--- config.mk ---
export PLATFORM = sky130hd
export DESIGN_NAME = lsu_bus_ctrl
export DESIGN_NICKNAME = d
export VERILOG_FILES = /design/src/rtl/lsu_bus_ctrl.sv
export SDC_FILE = /design/constraint.sdc
export NUM_CORES = 1
export LEC_CHECK = 0
export CORE_MARGIN = 4
export CORE_UTILIZATION = 39
export CTS_CLUSTER_SIZE = 8
export DETAILED_ROUTE_END_ITERATION = 16
export MAX_ROUTING_LAYER = met4
export PLACE_DENSITY = 0.74
export SLEW_MARGIN = 30
export SYNTH_ARGS = -nofsm -noshare
export SYNTH_HDL_FRONTEND = slang
export SYNTH_SLANG_ARGS = --single-unit
--- constraint.sdc ---
create_clock -name cpu_clk -period 1.7 [get_ports cpu_clk]
set_input_delay 0.34 -clock cpu_clk [delete_from_list [all_inputs] [get_ports cpu_clk]]
set_output_delay 0.34 -clock cpu_clk [all_outputs]
set_load 0.05 [all_outputs]
--- src/rtl/lsu_bus_ctrl.sv ---
// lsu_bus_ctrl: load/store unit bridging the execute stage to a word-wide data bus.
// Each accepted request becomes one word-aligned bus transaction with byte strobes.
// Loads return sign/zero-extended data on dm.
// Optional bus-ack watchdog: define LSU_TIMEOUT_EN to enable (limit TIMEOUT_CYCLES).
module lsu_bus_ctrl #(
    parameter int unsigned TIMEOUT_CYCLES = 255
) (
    input  logic        cpu_clk,
    input  logic        cpu_rst,
    input  logic        ex_valid,
    output logic        ex_ready,
    input  logic        ex_mem_rd,
    input  logic        ex_mem_wr,
    input  logic [2:0]  ex_funct3,
    input  logic [31:0] ex_addr,
    input  logic [31:0] ex_wdata,
    output logic        bus_req,
    output logic        bus_we,
    output logic [31:0] bus_addr,
    output logic [3:0]  bus_wstrb,
    output logic [31:0] bus_wdata,
    input  logic        bus_ack,
    input  logic [31:0] bus_rdata,
    output logic [31:0] dm,
    output logic        lsu_done,
    output logic        access_err
);

    typedef enum logic [1:0] {StIdle, StReq, StResp} state_e;

    state_e      state_q;
    logic        ex_ready_q;
    logic        bus_req_q;
    logic        bus_we_q;
    logic [31:0] bus_addr_q;
    logic [3:0]  bus_wstrb_q;
    logic [31:0] bus_wdata_q;
    logic [31:0] dm_q;
    logic        lsu_done_q;
    logic        access_err_q;
    logic [2:0]  funct3_q;
    logic [1:0]  off_q;
    logic        is_load_q;

`ifdef LSU_TIMEOUT_EN
    localparam int unsigned CntW = (TIMEOUT_CYCLES > 255) ? $clog2(TIMEOUT_CYCLES + 1) : 8;
    localparam logic [CntW-1:0] CntLast = CntW'(TIMEOUT_CYCLES - 1);
    logic [CntW-1:0] cnt_q;
`else
    logic unused_timeout;
    assign unused_timeout = ^TIMEOUT_CYCLES;
`endif

    logic        accept;
    logic        fault;
    logic [3:0]  st_wstrb;
    logic [31:0] st_wdata;
    logic [7:0]  rd_byte;
    logic [15:0] rd_half;
    logic [31:0] ld_ext;

    // Request decode: acceptance, fault detection and store lane placement.
    always_comb begin
        accept = ex_valid & ex_ready_q & (ex_mem_rd | ex_mem_wr);
        fault  = ex_mem_rd & ex_mem_wr;
        if (ex_mem_rd && !(ex_funct3 inside {3'b000, 3'b001, 3'b010, 3'b100, 3'b101})) begin
            fault = 1'b1;
        end
        if (ex_mem_wr && !(ex_funct3 inside {3'b000, 3'b001, 3'b010})) begin
            fault = 1'b1;
        end
        if (ex_funct3[1:0] == 2'b01 && ex_addr[0]) begin
            fault = 1'b1;
        end
        if (ex_funct3[1:0] == 2'b10 && ex_addr[1:0] != 2'b00) begin
            fault = 1'b1;
        end
        case (ex_funct3[1:0])
            2'b00: begin
                st_wstrb = 4'b0001 << ex_addr[1:0];
                st_wdata = {4{ex_wdata[7:0]}};
            end
            2'b01: begin
                st_wstrb = ex_addr[1] ? 4'b1100 : 4'b0011;
                st_wdata = {2{ex_wdata[15:0]}};
            end
            default: begin
                st_wstrb = 4'b1111;
                st_wdata = ex_wdata;
            end
        endcase
    end

    // Load extension from the latched width code and byte offset.
    always_comb begin
        case (off_q)
            2'd0:    rd_byte = bus_rdata[7:0];
            2'd1:    rd_byte = bus_rdata[15:8];
            2'd2:    rd_byte = bus_rdata[23:16];
            default: rd_byte = bus_rdata[31:24];
        endcase
        rd_half = off_q[1] ? bus_rdata[31:16] : bus_rdata[15:0];
        case (funct3_q)
            3'b000:  ld_ext = {{24{rd_byte[7]}}, rd_byte};
            3'b100:  ld_ext = {24'h0, rd_byte};
            3'b001:  ld_ext = {{16{rd_half[15]}}, rd_half};
            3'b101:  ld_ext = {16'h0, rd_half};
            default: ld_ext = bus_rdata;
        endcase
    end

    // Transaction FSM with registered outputs.
    always_ff @(posedge cpu_clk) begin
        if (cpu_rst) begin
            state_q      <= StIdle;
            ex_ready_q   <= 1'b1;
            bus_req_q    <= 1'b0;
            bus_we_q     <= 1'b0;
            bus_addr_q   <= 32'h0;
            bus_wstrb_q  <= 4'h0;
            bus_wdata_q  <= 32'h0;
            dm_q         <= 32'h0;
            lsu_done_q   <= 1'b0;
            access_err_q <= 1'b0;
            funct3_q     <= 3'h0;
            off_q        <= 2'h0;
            is_load_q    <= 1'b0;
`ifdef LSU_TIMEOUT_EN
            cnt_q        <= '0;
`endif
        end else begin
            case (state_q)
                StIdle: begin
                    if (accept) begin
                        funct3_q   <= ex_funct3;
                        off_q      <= ex_addr[1:0];
                        is_load_q  <= ex_mem_rd;
                        ex_ready_q <= 1'b0;
                        if (fault) begin
                            // Faults skip the bus entirely.
                            state_q      <= StResp;
                            lsu_done_q   <= 1'b1;
                            access_err_q <= 1'b1;
                        end else begin
                            state_q     <= StReq;
                            bus_req_q   <= 1'b1;
                            bus_we_q    <= ex_mem_wr;
                            bus_addr_q  <= {ex_addr[31:2], 2'b00};
                            bus_wstrb_q <= ex_mem_wr ? st_wstrb : 4'h0;
                            bus_wdata_q <= ex_mem_wr ? st_wdata : 32'h0;
`ifdef LSU_TIMEOUT_EN
                            cnt_q       <= '0;
`endif
                        end
                    end
                end
                StReq: begin
                    if (bus_ack) begin
                        if (is_load_q) begin
                            dm_q <= ld_ext;
                        end
                        state_q    <= StResp;
                        bus_req_q  <= 1'b0;
                        lsu_done_q <= 1'b1;
`ifdef LSU_TIMEOUT_EN
                    end else if (cnt_q == CntLast) begin
                        state_q      <= StResp;
                        bus_req_q    <= 1'b0;
                        lsu_done_q   <= 1'b1;
                        access_err_q <= 1'b1;
                    end else begin
                        cnt_q <= cnt_q + 1'b1;
`endif
                    end
                end
                StResp: begin
                    state_q      <= StIdle;
                    ex_ready_q   <= 1'b1;
                    lsu_done_q   <= 1'b0;
                    access_err_q <= 1'b0;
                end
                default: begin
                    state_q <= StIdle;
                end
            endcase
        end
    end

    assign ex_ready   = ex_ready_q;
    assign bus_req    = bus_req_q;
    assign bus_we     = bus_we_q;
    assign bus_addr   = bus_addr_q;
    assign bus_wstrb  = bus_wstrb_q;
    assign bus_wdata  = bus_wdata_q;
    assign dm         = dm_q;
    assign lsu_done   = lsu_done_q;
    assign access_err = access_err_q;

endmodule
== Word-level counts from Yosys, hierarchy flattened ==
Index checks and enable logic that the tools add are counted.

* Memory bits (writable): 0
* Memories kept: 0
* Register bits after elaboration: 111
* Output and inout bits: 105
* Latch bits: 0
* ROM bits: 0
* Word-level logic and storage cells: 88
* Input bits: 105

* Add/subtract/negate cells: 0
* $lt $le $gt $ge: 0
* Shift-type cells: 1
* Reductions and logical operators: 25
* Multiplexer cells: 27
* Eq/ne operators: 17
* Bitwise operators: 5
* $mul: 0
* Divide/modulo/power cells: 0

{| class="wikitable"
|+ Operator list
! kind !! count
|-
| $pmux W32 S4 || 1
|-
| $pmux W32 S2 || 1
|-
| $mux W32 || 1
|-
| $pmux W8 S3 || 1
|-
| $mux W16 || 1
|-
| $eq A3 B3 Y1 const B || 4
|-
| $mux W1 || 11
|-
| $reduce_and A3 Y1 || 3
|-
| $mux W4 || 2
|-
| $ne A2 B2 Y1 const B || 4
|-
| $pmux W4 S2 || 1
|-
| $reduce_and A4 Y1 || 2
|-
| $eq A2 B1 Y1 const B || 3
|-
| $eq A2 B2 Y1 const B || 3
|-
| $eq A3 B1 Y1 const B || 2
|-
| $logic_not A2 Y1 || 3
|-
| $logic_not A3 Y1 || 2
|-
| $mux W2 || 3
|-
| $pmux W1 S2 || 3
|-
| $reduce_and A2 Y1 || 3
|-
| $reduce_bool A2 Y1 || 3
|-
| $reduce_bool A3 Y1 || 2
|-
| $reduce_bool A5 Y1 || 1
|-
| $logic_and A1 B1 Y1 || 4
|-
| 8 further kinds || 11
|}

== Depth between registers and ports, before layout ==
Gate-level depths: netlist of the first run.

* Word-level depth: 11
* Gate-level depth with buffers: 8
* Gate-level depth less buffers: 4

== Worst setup path before layout of the first run ==
No wires, ideal clock.

* Kind: register to register
* Start: register ex_ready_q (netlist: ex_ready)
* End: register bus_wdata_q[20] (netlist: bus_wdata[20])
* Buffers on the path: 3
* Slack: -178 ps
* Data required time: 1582 ps
* Arrival: 1760 ps
* Setup time: 118 ps
* Period minus slack after synthesis: 1878 ps
* Cell stages (with the launch flop): 8
* Path through: dfxtp_1 and4bb_1 and4b_1 buf_4 a21oi_4 buf_6 buf_8 o2bb2ai_2

* Longest elaborated chain between the ends: 3

{| class="wikitable"
|+ Ends and longest elaborated chain
! what !! RTL line !! source
|-
| start: declaration || 32 || <nowiki>logic ex_ready_q;</nowiki>
|-
| start signal: assignment || 116 || <nowiki>ex_ready_q <= 1'b1;</nowiki>
|-
| start signal: assignment || 138 || <nowiki>ex_ready_q <= 1'b0;</nowiki>
|-
| start signal: assignment || 178 || <nowiki>ex_ready_q <= 1'b1;</nowiki>
|-
| $and A1 B1 Y1 (2 in a row) || 64 || <nowiki>accept = ex_valid & ex_ready_q & (ex_mem_rd | ex_mem_wr);</nowiki>
|-
| $reduce_and A3 Y1 (no source line) || n/a ||
|-
| end signal: assignment || 150 || <nowiki>bus_wdata_q <= ex_mem_wr ? st_wdata : 32'h0;</nowiki>
|-
| end: declaration || 37 || <nowiki>logic [31:0] bus_wdata_q;</nowiki>
|}

Every way passes these cells.
A chain may end at the register's enable or synchronous reset.

== Worst setup path after layout of the first run ==
* Start: input port ex_mem_rd
* End: register lsu_done_q (netlist: lsu_done)

* Longest elaborated chain between the ends: 7
* Elaborated cells on any way between the ends: 11
* Classes of those cells: 2 x eq/ne; 4 x mux; 3 x bitwise; 2 x reduce/logical

{| class="wikitable"
|+ Ends and longest elaborated chain
! what !! RTL line !! source
|-
| start: declaration || 12 || <nowiki>input logic ex_mem_rd,</nowiki>
|-
| $and A1 B1 Y1 / $logic_and A1 B1 Y1 (equally long branches) || 65, 66 ||
|-
| $mux W1 || 66 || <nowiki>if (ex_mem_rd && !(ex_funct3 inside {3'b000, 3'b001, 3'b010, 3'b100, 3'b101})) begin</nowiki>
|-
| $mux W1 || 69 || <nowiki>if (ex_mem_wr && !(ex_funct3 inside {3'b000, 3'b001, 3'b010})) begin</nowiki>
|-
| $mux W1 || 72 || <nowiki>if (ex_funct3[1:0] == 2'b01 && ex_addr[0]) begin</nowiki>
|-
| $mux W1 || 75 || <nowiki>if (ex_funct3[1:0] == 2'b10 && ex_addr[1:0] != 2'b00) begin</nowiki>
|-
| $ne A2 B2 Y1 (no source line) || n/a ||
|-
| $reduce_and A4 Y1 (no source line) (*) || n/a ||
|-
| end signal: assignment || 123 || <nowiki>lsu_done_q <= 1'b0;</nowiki>
|-
| end signal: assignment || 142 || <nowiki>lsu_done_q <= 1'b1;</nowiki>
|-
| end signal: assignment || 164 || <nowiki>lsu_done_q <= 1'b1;</nowiki>
|-
| end: declaration || 39 || <nowiki>logic lsu_done_q;</nowiki>
|}

Every way passes the cells marked *; elsewhere a longest branch is shown, timed or not.

==> results of run 1 <==
-- final cells by class --
| cell class | instances | area [um2] | area share |
|---|---|---|---|
| Timing Repair Buffer | 279 | 2510 | 0.317 |
| Antenna cell | 3 | 7.51 | 0.000948 |
| Sequential cell | 111 | 2220 | 0.281 |
| Multi-Input combinational cell | 403 | 2600 | 0.329 |
| Clock buffer | 11 | 253 | 0.0319 |
| Inverter | 5 | 18.8 | 0.00237 |
| Tap cell | 172 | 215 | 0.0272 |
| Clock inverter | 5 | 87.6 | 0.0111 |
-- report_power, final --
part	internal (uW)	switching (uW)
Combinational	636	785
Sequential	2680	50.7
Clock	1390	993
-- repair_timing --
| action | 4_1_cts | 5_1_grt |
|---|---|---|
| setup buffers | 0 | 1 |
| resized for setup | 11 | 48 |
| setup endpoints to repair | 72 | 72 |
| cloned | 0 | 1 |
| pin swaps | 1 | 8 |
-- worst max-delay path, delay by kind of cell --
family,cells,cell delay (ps)
AND/OR/NAND/NOR,2,510
AO/OA/AOI/OAI,2,550
buffers and inverters,2,530
-- worst max-delay path by stage --
stage / from / end / depth (start not counted) / slack (ps)
2_1_floorplan: ex_ready$_SDFFE_PP1P_ / bus_wdata[20]$_SDFFE_PP0P_ / 7 / 3
3_3_place_gp: ex_mem_rd / bus_wdata[3]$_SDFFE_PP0P_ / 7 / -460
3_5_place_dp: ex_funct3[0] / bus_addr[24]$_SDFFE_PP0P_ / 7 / -570
4_1_cts: bus_rdata[23] / dm[10]$_SDFFE_PP0P_ / 5 / 20
5_1_grt: off_q[1]$_SDFFE_PP0P_ / dm[12]$_SDFFE_PP0P_ / 4 / -10
6_report: ex_mem_rd / lsu_done$_SDFFE_PP0P_ / 6 / 3
-- state kept, by name (all words and copies together), names as in the netlist, 2 cells and up --
name	cells
dm	32
bus_addr	30
state_q	2
bus_wdata	32
off_q	2
bus_wstrb	4
funct3_q	3
-- per-stage QoR --
step	setup slack, ps	util	hold WS, ps	cells	area (um2)
after detailed placement	-567	0.587	448	968	7440
after floorplan	3.37	-	445	577	5080
after global routing	-10.7	0.625	346	989	7920
after global placement	-461	0.587	445	968	7440
after CTS	15.6	0.616	407	984	7810
final	2.79	0.625	332	989	7920
-- cells by family (layout without fill, tap and decap cells) --
group,after synthesis,after routing,share of synthesized area
AO/OA/AOI/OAI,211,211,0.268
buffers and inverters,63,300,0.0617
flip-flops,111,111,0.438
multiplexers,41,41,0.0851
other,1,5,0.000739
AND/OR/NAND/NOR,149,149,0.146
-- synthesized netlist by cell type (all sizes together), types with 2 or more instances --
cell type / count / share of area
o211ai: 4 / 0.0059
mux2: 7 / 0.016
or3: 2 / 0.0025
nor3b: 2 / 0.0030
clkbuf: 30 / 0.022
buf: 28 / 0.036
o21a: 2 / 0.0030
nand2b: 6 / 0.0074
inv: 5 / 0.0037
a21o: 4 / 0.0059
a22o: 3 / 0.0052
mux2i: 33 / 0.065
nor2b: 3 / 0.0037
o22ai: 3 / 0.0037
a32o: 4 / 0.0079
a311oi: 3 / 0.0052
o21ai: 67 / 0.067
nand3b: 2 / 0.0030
o2bb2ai: 26 / 0.057
nand4b: 2 / 0.0035
a2111oi: 4 / 0.0081
nor3: 7 / 0.0069
dfxtp: 111 / 0.44
nand4: 9 / 0.014
o31a: 2 / 0.0037
o211a: 2 / 0.0039
nor2: 32 / 0.024
nand2: 43 / 0.032
a21oi: 80 / 0.081
a31oi: 2 / 0.0025
nand3: 31 / 0.031
and4b: 2 / 0.0039
and3: 4 / 0.0049
-- placed cells by master (no fill, tap or decap), types with 4 or more instances in the layout --
cell type,synthesis,routed
nand2b_1,6,6
a21oi_1,79,79
and3_1,4,4
o2bb2ai_2,10,10
buf_12,0,9
buf_4,5,162
mux2_2,7,7
nand3_1,31,31
nand2_1,43,43
inv_1,5,5
clkbuf_16,0,10
nor3_1,7,6
a32o_1,4,4
mux2i_1,33,33
dfxtp_1,111,109
nor2_1,32,31
dlygate4sd2_1,0,4
o2bb2ai_1,16,16
clkdlybuf4s50_1,0,91
nand4_1,8,8
o21ai_0,65,40
dlymetal6s2s_1,0,8
o21ai_1,1,24
o211ai_1,4,4
a21o_1,4,4
-- routing by layer --
layer	GRT usage	wire length, um
met5	-	0
met4	0.0763	357
met3	0.0483	1280
met1	0.270	7130
met2	0.400	8790
==> impl_metrics.yaml, run 1 <==
run_status:
  status: "finished clean"
timing:
  setup_tns_ps: 0
  setup_viol: 0
  period_minus_slack_ps: 1700
  hold_violations: 0
  grt_setup_unrepaired: "true"
  maxSlewHeadroom: 0.665
  fin_skew_ps: 5.80
  fmax_ghz: 0.589
  finalMaxSlewViolations: 0
  min_period_over_period: 0.998
  worst_pin_slew_ps: 502
logic_synthesis:
  yosys_warnings: 0
  ys_seq_area_frac: 0.438
  syn_inst: 576
  syn_area_um2: 5070
  synth_ff_type: "dfxtp_1"
  synth_edf_count: 0
  synth-async-reset-ratio: 0
  ys_seq_elements: 111
  post_synth.cell_area_avg_um2: 8.81
  synth.distinct_cells: 56
setup_path:
  required_ps: 1940
  crit_fanout: 6
  cp_cell_sequence: "dlygate4sd2_1 > a2111oi_4 > buf_4 > nor3_4 > or4_1 > o211a_1"
  slowest_stage: "or4_1"
  worst_r2r_path_depth: 4
  r2r-start: "off_q[1]$_SDFFE_PP0P_"
  crit_path_end_kind: "flip-flop"
  slowest_delay_ps: 470
  critical_path_class: "in2reg"
  start_kind: "input pin"
  reg2reg_slack_ps: 90
  cp_data_arrival_time_ps: 1940
  timing.rr.end: "dm[12]$_SDFFE_PP0P_"
cts:
  cts_buffers: 9
  clock_latency_ps: 340
  numClockSinks: 111
  cts_tree: "built"
  h-tree-depth: 3
  hold_buffers: 0
  clkTransAtPathRegs_ps: 70
  cts_root_buf: "clkbuf_16"
  cts.path.max_buffers: 2
route:
  first_pass_iters: 7
  route.detailed.drc: 0
  wl_per_cell_um: 17.8
  drt_iter0_drc: 300
  num_vias: 5366
  drt-total-wl_um: 17600
  ant_nets: 0
  via_per_inst: 5.43
die:
  die_h_um: 122
  core_area_um2: 12700
  dieArea_um2: 14900
  die_w_um: 122
  rows: 41
  pin_count: 210
  initial_core_util: 0.400
layout:
  nets: 914
  drive_gt1_frac: 0.279
  syn2layout_area_growth_pct: 56.1
  n_fill_cell: 1052
power:
  p_per_area_nw_per_um2: 825
  p_leak_uw: 0.00326
  ir_worst_vdd_mv: 0.631
  finalPower_uw: 6530
place:
  gp_congestion: 0.882
  dpl.hpwl_um: 13100
  io_buffers: 207
global_route:
  antenna_found_initial: 3
  grt_pass1_vias: 5363
  grtUsageTotal: 0.232
  grt_max_degree: 64
  grt_overflow: 0
  grt_pass1_wl_um: 26800
run:
  drv_cap: 0
worst_hold_path:
  hold_class: "in2reg"
  min_path_cells: 3
  min-delay-start: "bus_rdata[23]"
  worstHoldEndpoint: "dm[23]$_SDFFE_PP0P_"
Power figures use the tool's default switching activity.
==> inputs of run 2 (changes only) <==
==> constraint.sdc (replaced) <==
create_clock -name cpu_clk -period 1.7 [get_ports cpu_clk]
set_input_delay 0.17 -clock cpu_clk [delete_from_list [all_inputs] [get_ports cpu_clk]]
set_output_delay 0.17 -clock cpu_clk [all_outputs]
set_load 0.05 [all_outputs]
==> run 2 against run 1 <==
Against the previous run: sequential share of layout area barely moved; power is 6.1% lower; setup slack improved by 28 ps; combinational power decreased by 4%; register-to-register slack about the same; clock skew up 0.86 ps; maximum frequency up 1.7%; clock-buffer cell count is 1 higher.
==> impl_metrics.yaml, run 2 (same netlist as run 1, synthesis figures left out) <==
setup_path:
  cp_top_family: "buffers and inverters"
  crit_cells: 1
  crit_fanout: 2
  critical_path_class: "reg2out"
  required_ps: 1530
  cp_cell_sequence: "clkdlybuf4s50_1"
  start_kind: "flip-flop"
  slowest_delay_ps: 820
  reg2reg_slack_ps: 100
  crit_path_end_kind: "output port"
  critPathBufInv: 1
  slowest_stage: "clkdlybuf4s50_1"
  worst_r2r_path_depth: 5
  cp_data_arrival_time_ps: 1500
cts:
  h-tree-depth: 3
  cts.path.max_buffers: 2
  clock_latency_ps: 350
  numClockSinks: 111
  cts_buffers: 9
  clkTransAtPathRegs_ps: 70
  cts_tree: "built"
  cts_root_buf: "clkbuf_16"
  hold_buffers: 0
die:
  core_area_um2: 12700
  initial_core_util: 0.400
  dieArea_um2: 14900
  pin_count: 210
  rows: 41
  die_w_um: 122
  die_h_um: 122
route:
  num_vias: 5285
  wl_per_cell_um: 17.7
  via_per_inst: 5.43
  first_pass_iters: 4
  drt_iter0_drc: 347
  drt-total-wl_um: 17300
  route.detailed.drc: 0
  ant_nets: 0
power:
  share_comb_of_total_power: 0.222
  p_leak_uw: 0.00351
  seqPwrFrac: 0.445
  p_per_area_nw_per_um2: 776
  power.switching_uw: 1770
  ir_worst_vdd_mv: 0.524
  switching_share: 0.289
  p_int_uw: 4360
  power_frac_clock: 0.333
layout:
  nets: 901
  drive_gt1_frac: 0.182
  final_cell_mix: "132 x clkdlybuf4s50_1, 110 x dfxtp_1, 91 x buf_4, 79 x a21oi_1, 65 x o21ai_0"
  design_area_um2: 7900
  final_common_cell: "clkdlybuf4s50_1"
  final_core_util: 0.624
  syn2layout_area_growth_pct: 55.7
global_route:
  grtUsageTotal: 0.234
  grt_pass1_wl_um: 27200
  antenna_found_initial: 1
  grt_overflow: 0
  grt_pass1_vias: 5418
  grt_max_degree: 40
worst_hold_path:
  hold_class: "in2reg"
  min_path_cells: 3
timing:
  maxSlewHeadroom: 0.630
  setup_viol: 0
  finalMaxSlewViolations: 0
  period_minus_slack_ps: 1670
  whs_ps: 208
  grt_setup_unrepaired: "true"
  min_period_over_period: 0.982
  fmax_ghz: 0.599
  fin_skew_ps: 6.66
  hold_violations: 0
  worst_pin_slew_ps: 554
place:
  place_area_um2: 7490
  io_buffers: 207
  dpl.hpwl_um: 13200
  gp_congestion: 0.885
run:
  drv_cap: 0
run_status:
  status: "finished clean"
[run 2: cell types whose count changed in the layout (fill, tap and decap cells not counted), sizes merged, moves of 2 or more]
cell	previous run	this run
buf	175	100
dlymetal6s2s	8	31
clkdlybuf4s50	91	132
bufinv	2	0
diode	3	1
[run 2: layout make-up]
type	instances	area (um2)
multi-input cells	403	2590
flip-flops and latches	111	2220
inverters	5	18.8
repair buffers	266	2570
fillers	1089	4770
well taps	172	215
diodes	1	2.50
clock buffers	12	256
clock inverters	4	28.8
[run 2: worst paths after layout]
kind	startpoint	to
max	bus_addr[26]$_SDFFE_PP0P_	bus_addr[26]
min reg2reg	dm[13]$_SDFFE_PP0P_	dm[13]$_SDFFE_PP0P_
max reg2reg	state_q[1]$_SDFFE_PP0P_	bus_wstrb[1]$_SDFFE_PP0P_
min	cpu_rst	state_q[1]$_SDFFE_PP0P_
[run 2: tightest hold or removal path: cells and delay by family]
kind            cells  cell delay (ps)
buf+inv             2              210
compound gates      1              130
[run 2: metrics by stage]
step | setup slack [ps] | total power, uW | cells | setup TNS, ps
floorplan | 3.37 | 3520 | 577 | 0
global placement | -308 | 4110 | 957 | -18430
detailed placement | -368 | 4130 | 957 | -22150
CTS | 3.79 | 6160 | 973 | 0
global route | -14.1 | 6370 | 974 | -24.1
finish | 31.2 | 6130 | 974 | 0
[run 2: what timing repair did]
action / in CTS / in global routing
resized for setup: 6 / 40
pin swaps: 0 / 1
setup endpoints to repair: 8 / 61
setup buffers: 0 / 0
gates cloned: 0 / 0
[run 2: routing by layer]
metal / vias up / GRT usage / wire length, um
li1: 2544 / - / -
met1: 2487 / 0.263 / 6790
met2: 219 / 0.400 / 8450
met3: 35 / 0.0669 / 1600
met4: 0 / 0.0812 / 427
met5: - / - / 0
[run 2: power by group through the flow]
stage	Combinational [uW]	Sequential [uW]	Clock (uW)
final	1360	2730	2040
after global routing	1450	2740	2180
after CTS	1350	2730	2080
after detailed placement	1340	2790	0
after global placement	1320	2780	0
after floorplan	518	3000	0
==> inputs of run 3 (changes only) <==
--- a/config.mk
+++ b/config.mk
@@ -11,7 +11,7 @@
 export DETAILED_ROUTE_END_ITERATION = 16
 export MAX_ROUTING_LAYER = met4
 export PLACE_DENSITY = 0.74
-export SLEW_MARGIN = 30
+export SLEW_MARGIN = 5
 export SYNTH_ARGS = -nofsm -noshare
 export SYNTH_HDL_FRONTEND = slang
 export SYNTH_SLANG_ARGS = --single-unit
==> results of run 3 <==
Same layout as run 2: the final DEF is identical, and so are final timing and power.
==> RTL edit, RTL diff (flow settings as in run 3) <==
The option `LSU_TIMEOUT_EN` is turned on by a define.
--- a/src/rtl/lsu_bus_ctrl.sv
+++ b/src/rtl/lsu_bus_ctrl.sv
@@ -2,6 +2,8 @@
 // Each accepted request becomes one word-aligned bus transaction with byte strobes.
 // Loads return sign/zero-extended data on dm.
 // Optional bus-ack watchdog: define LSU_TIMEOUT_EN to enable (limit TIMEOUT_CYCLES).
+`define LSU_TIMEOUT_EN
+
 module lsu_bus_ctrl #(
     parameter int unsigned TIMEOUT_CYCLES = 255
 ) (
Behaviour: no difference found for any inputs over 4 cycles, from zero or initial values and one cycle with cpu_rst high; that may be too few to reach the edited logic, so the function may still have changed.
==> RTL edit against run 3 <==
The run now ends with negative setup slack left; worst hold slack improved by 0.084 ns; worst setup slack got worse by 0.25 ns; area after synthesis rose by 6.8%; sequential cell count rose by 8; design area rose by 25%; via count rose by 16%; wire length rose by 24%; critical endpoint is now cnt_q[7]; largest cell class unchanged.
Power is not compared: it rests on default switching activity, and its combinational part moved more than twofold at a synthesized area within 25%.
==> RTL edit: results (changes against run 3) <==
fraction of layout cells with a size suffix above 1=0.369 (+0.187); Clock Skew=0.0125 ns (+0.00583 ns); crit path DAT=2.22 ns (+0.72 ns); TritonRoute pass-1 iters=5 (+1); worst-path maximum fanout=4 (+2); hold depth=2 (-1); DP HPWL=13400 um (+1.3%); DRT Wirelength=21500 um (+24%); wire per inst=19.2 um (+8.3%); register area share after synthesis=0.440 (+0.00164); syn avg cell area=8.15 um2 (-7.5%); Synth Area in Adders=0.0115 (+0.0115); Crit-path slowest cell=or4_4; commonest cells in the netlist=nand2_1, dfxtp_1, a21oi_1; vias in the first global route=6128 (+13%); slew of the pin with the lowest slew margin=0.699 ns (+0.145 ns); vias per cell=5.47 (+0.82%); RD Place Congestion=0.900 (+1.7%); GRT Total Usage=0.247 (+0.0124); largest family of logic cells by synthesized area=simple AND/OR/NAND/NOR gates; initial antenna violation count=0 (-1); synth unique cells=48 (-14%); smallest setup slack after layout=-0.218 ns (-0.250 ns); maximum number of pins on one net before global-route repair=61 (+53%); Setup WS pre-CTS=-0.517 ns (-0.149 ns); Worst-path clk slew=0.05 ns (-0.02 ns); Setup Viol. Count Final=79 (+79); critical path's top delay family=simple AND/OR/NAND/NOR gates; dominant cells by area after synthesis=dfxtp_1, nand2_1, a21oi_1, mux2_2, nand3_1; Setup Total Neg Slack=-9.75 ns (-9.75 ns); Worst R2R Path Depth=8 (+3); CTS buffer count=17 (+8); failing checks=negative setup slack; net count reported at finish=1043 (+16%); H-tree depth=4 (+1); complex-gate fraction of the synthesized area=0.182 (-0.0859); first-pass GRT wire length=30600 um (+13%); status=finished, violations left
RTL edit: cell types whose count changed in the layout (fill, tap and decap cells not counted), sizes merged, moves of 19 or more:
cell	delta
dlygate4sd2	+69
buf	+21
clkbuf	+19
o21ai	-51
o2bb2ai	-26
nand2	+103
mux2i	-19
a211oi	+20
mux2	+24
clkdlybuf4s50	-29
dlymetal6s2s	-31
RTL edit: layer usage:
| metal | vias to the layer above | wire length, um | track usage | part of all wire |
|---|---|---|---|---|
| met1 | 2900 | 8490 | 0.279 | 0.40 |
| met4 | 0 | 789 | 0.103 | 0.037 |
| met3 | 59 | 1770 | 0.0745 | 0.082 |
| met5 | - | 0 | - | 0 |
| li1 | 2872 | - | - | - |
| met2 | 285 | 10400 | 0.408 | 0.48 |
RTL edit: timing repair:
| item | in CTS | in global routing |
|---|---|---|
| pin swaps | 30 | 68 |
| buffers inserted | 12 | 7 |
| setup endpoints to repair | 174 | 98 |
| cloned | 7 | 10 |
| hold buffers | 0 | 0 |
| gates resized for setup | 134 | 173 |
RTL edit: cell families (layout without fill, tap and decap cells):
| logic type | Yosys count | count (layout) |
|---|---|---|
| compound gates | 160 | 160 |
| simple gates | 270 | 270 |
| fa+ha+maj | 5 | 5 |
| other cells | 1 | 2 |
| buf+inv | 64 | 340 |
| mux | 46 | 46 |
| flops | 119 | 119 |
RTL edit: worst paths after layout:
path	from	endpoint	slack, ns
worst min-delay path	cpu_rst	is_load_q	0.29
worst min register to register	dm[6]	dm[6]	0.46
worst max-delay path	state_q[1]	cnt_q[7]	-0.22
worst max register to register	state_q[1]	cnt_q[7]	-0.22
RTL edit: cell type report:
class	count	area, um2
timing repair buffer	304	3110
clock inverter	5	75.1
clock buffer	23	468
sequential	119	2390
multi-input combinational	483	3570
inverter	8	35.0
fill	981	3520
tap	176	220
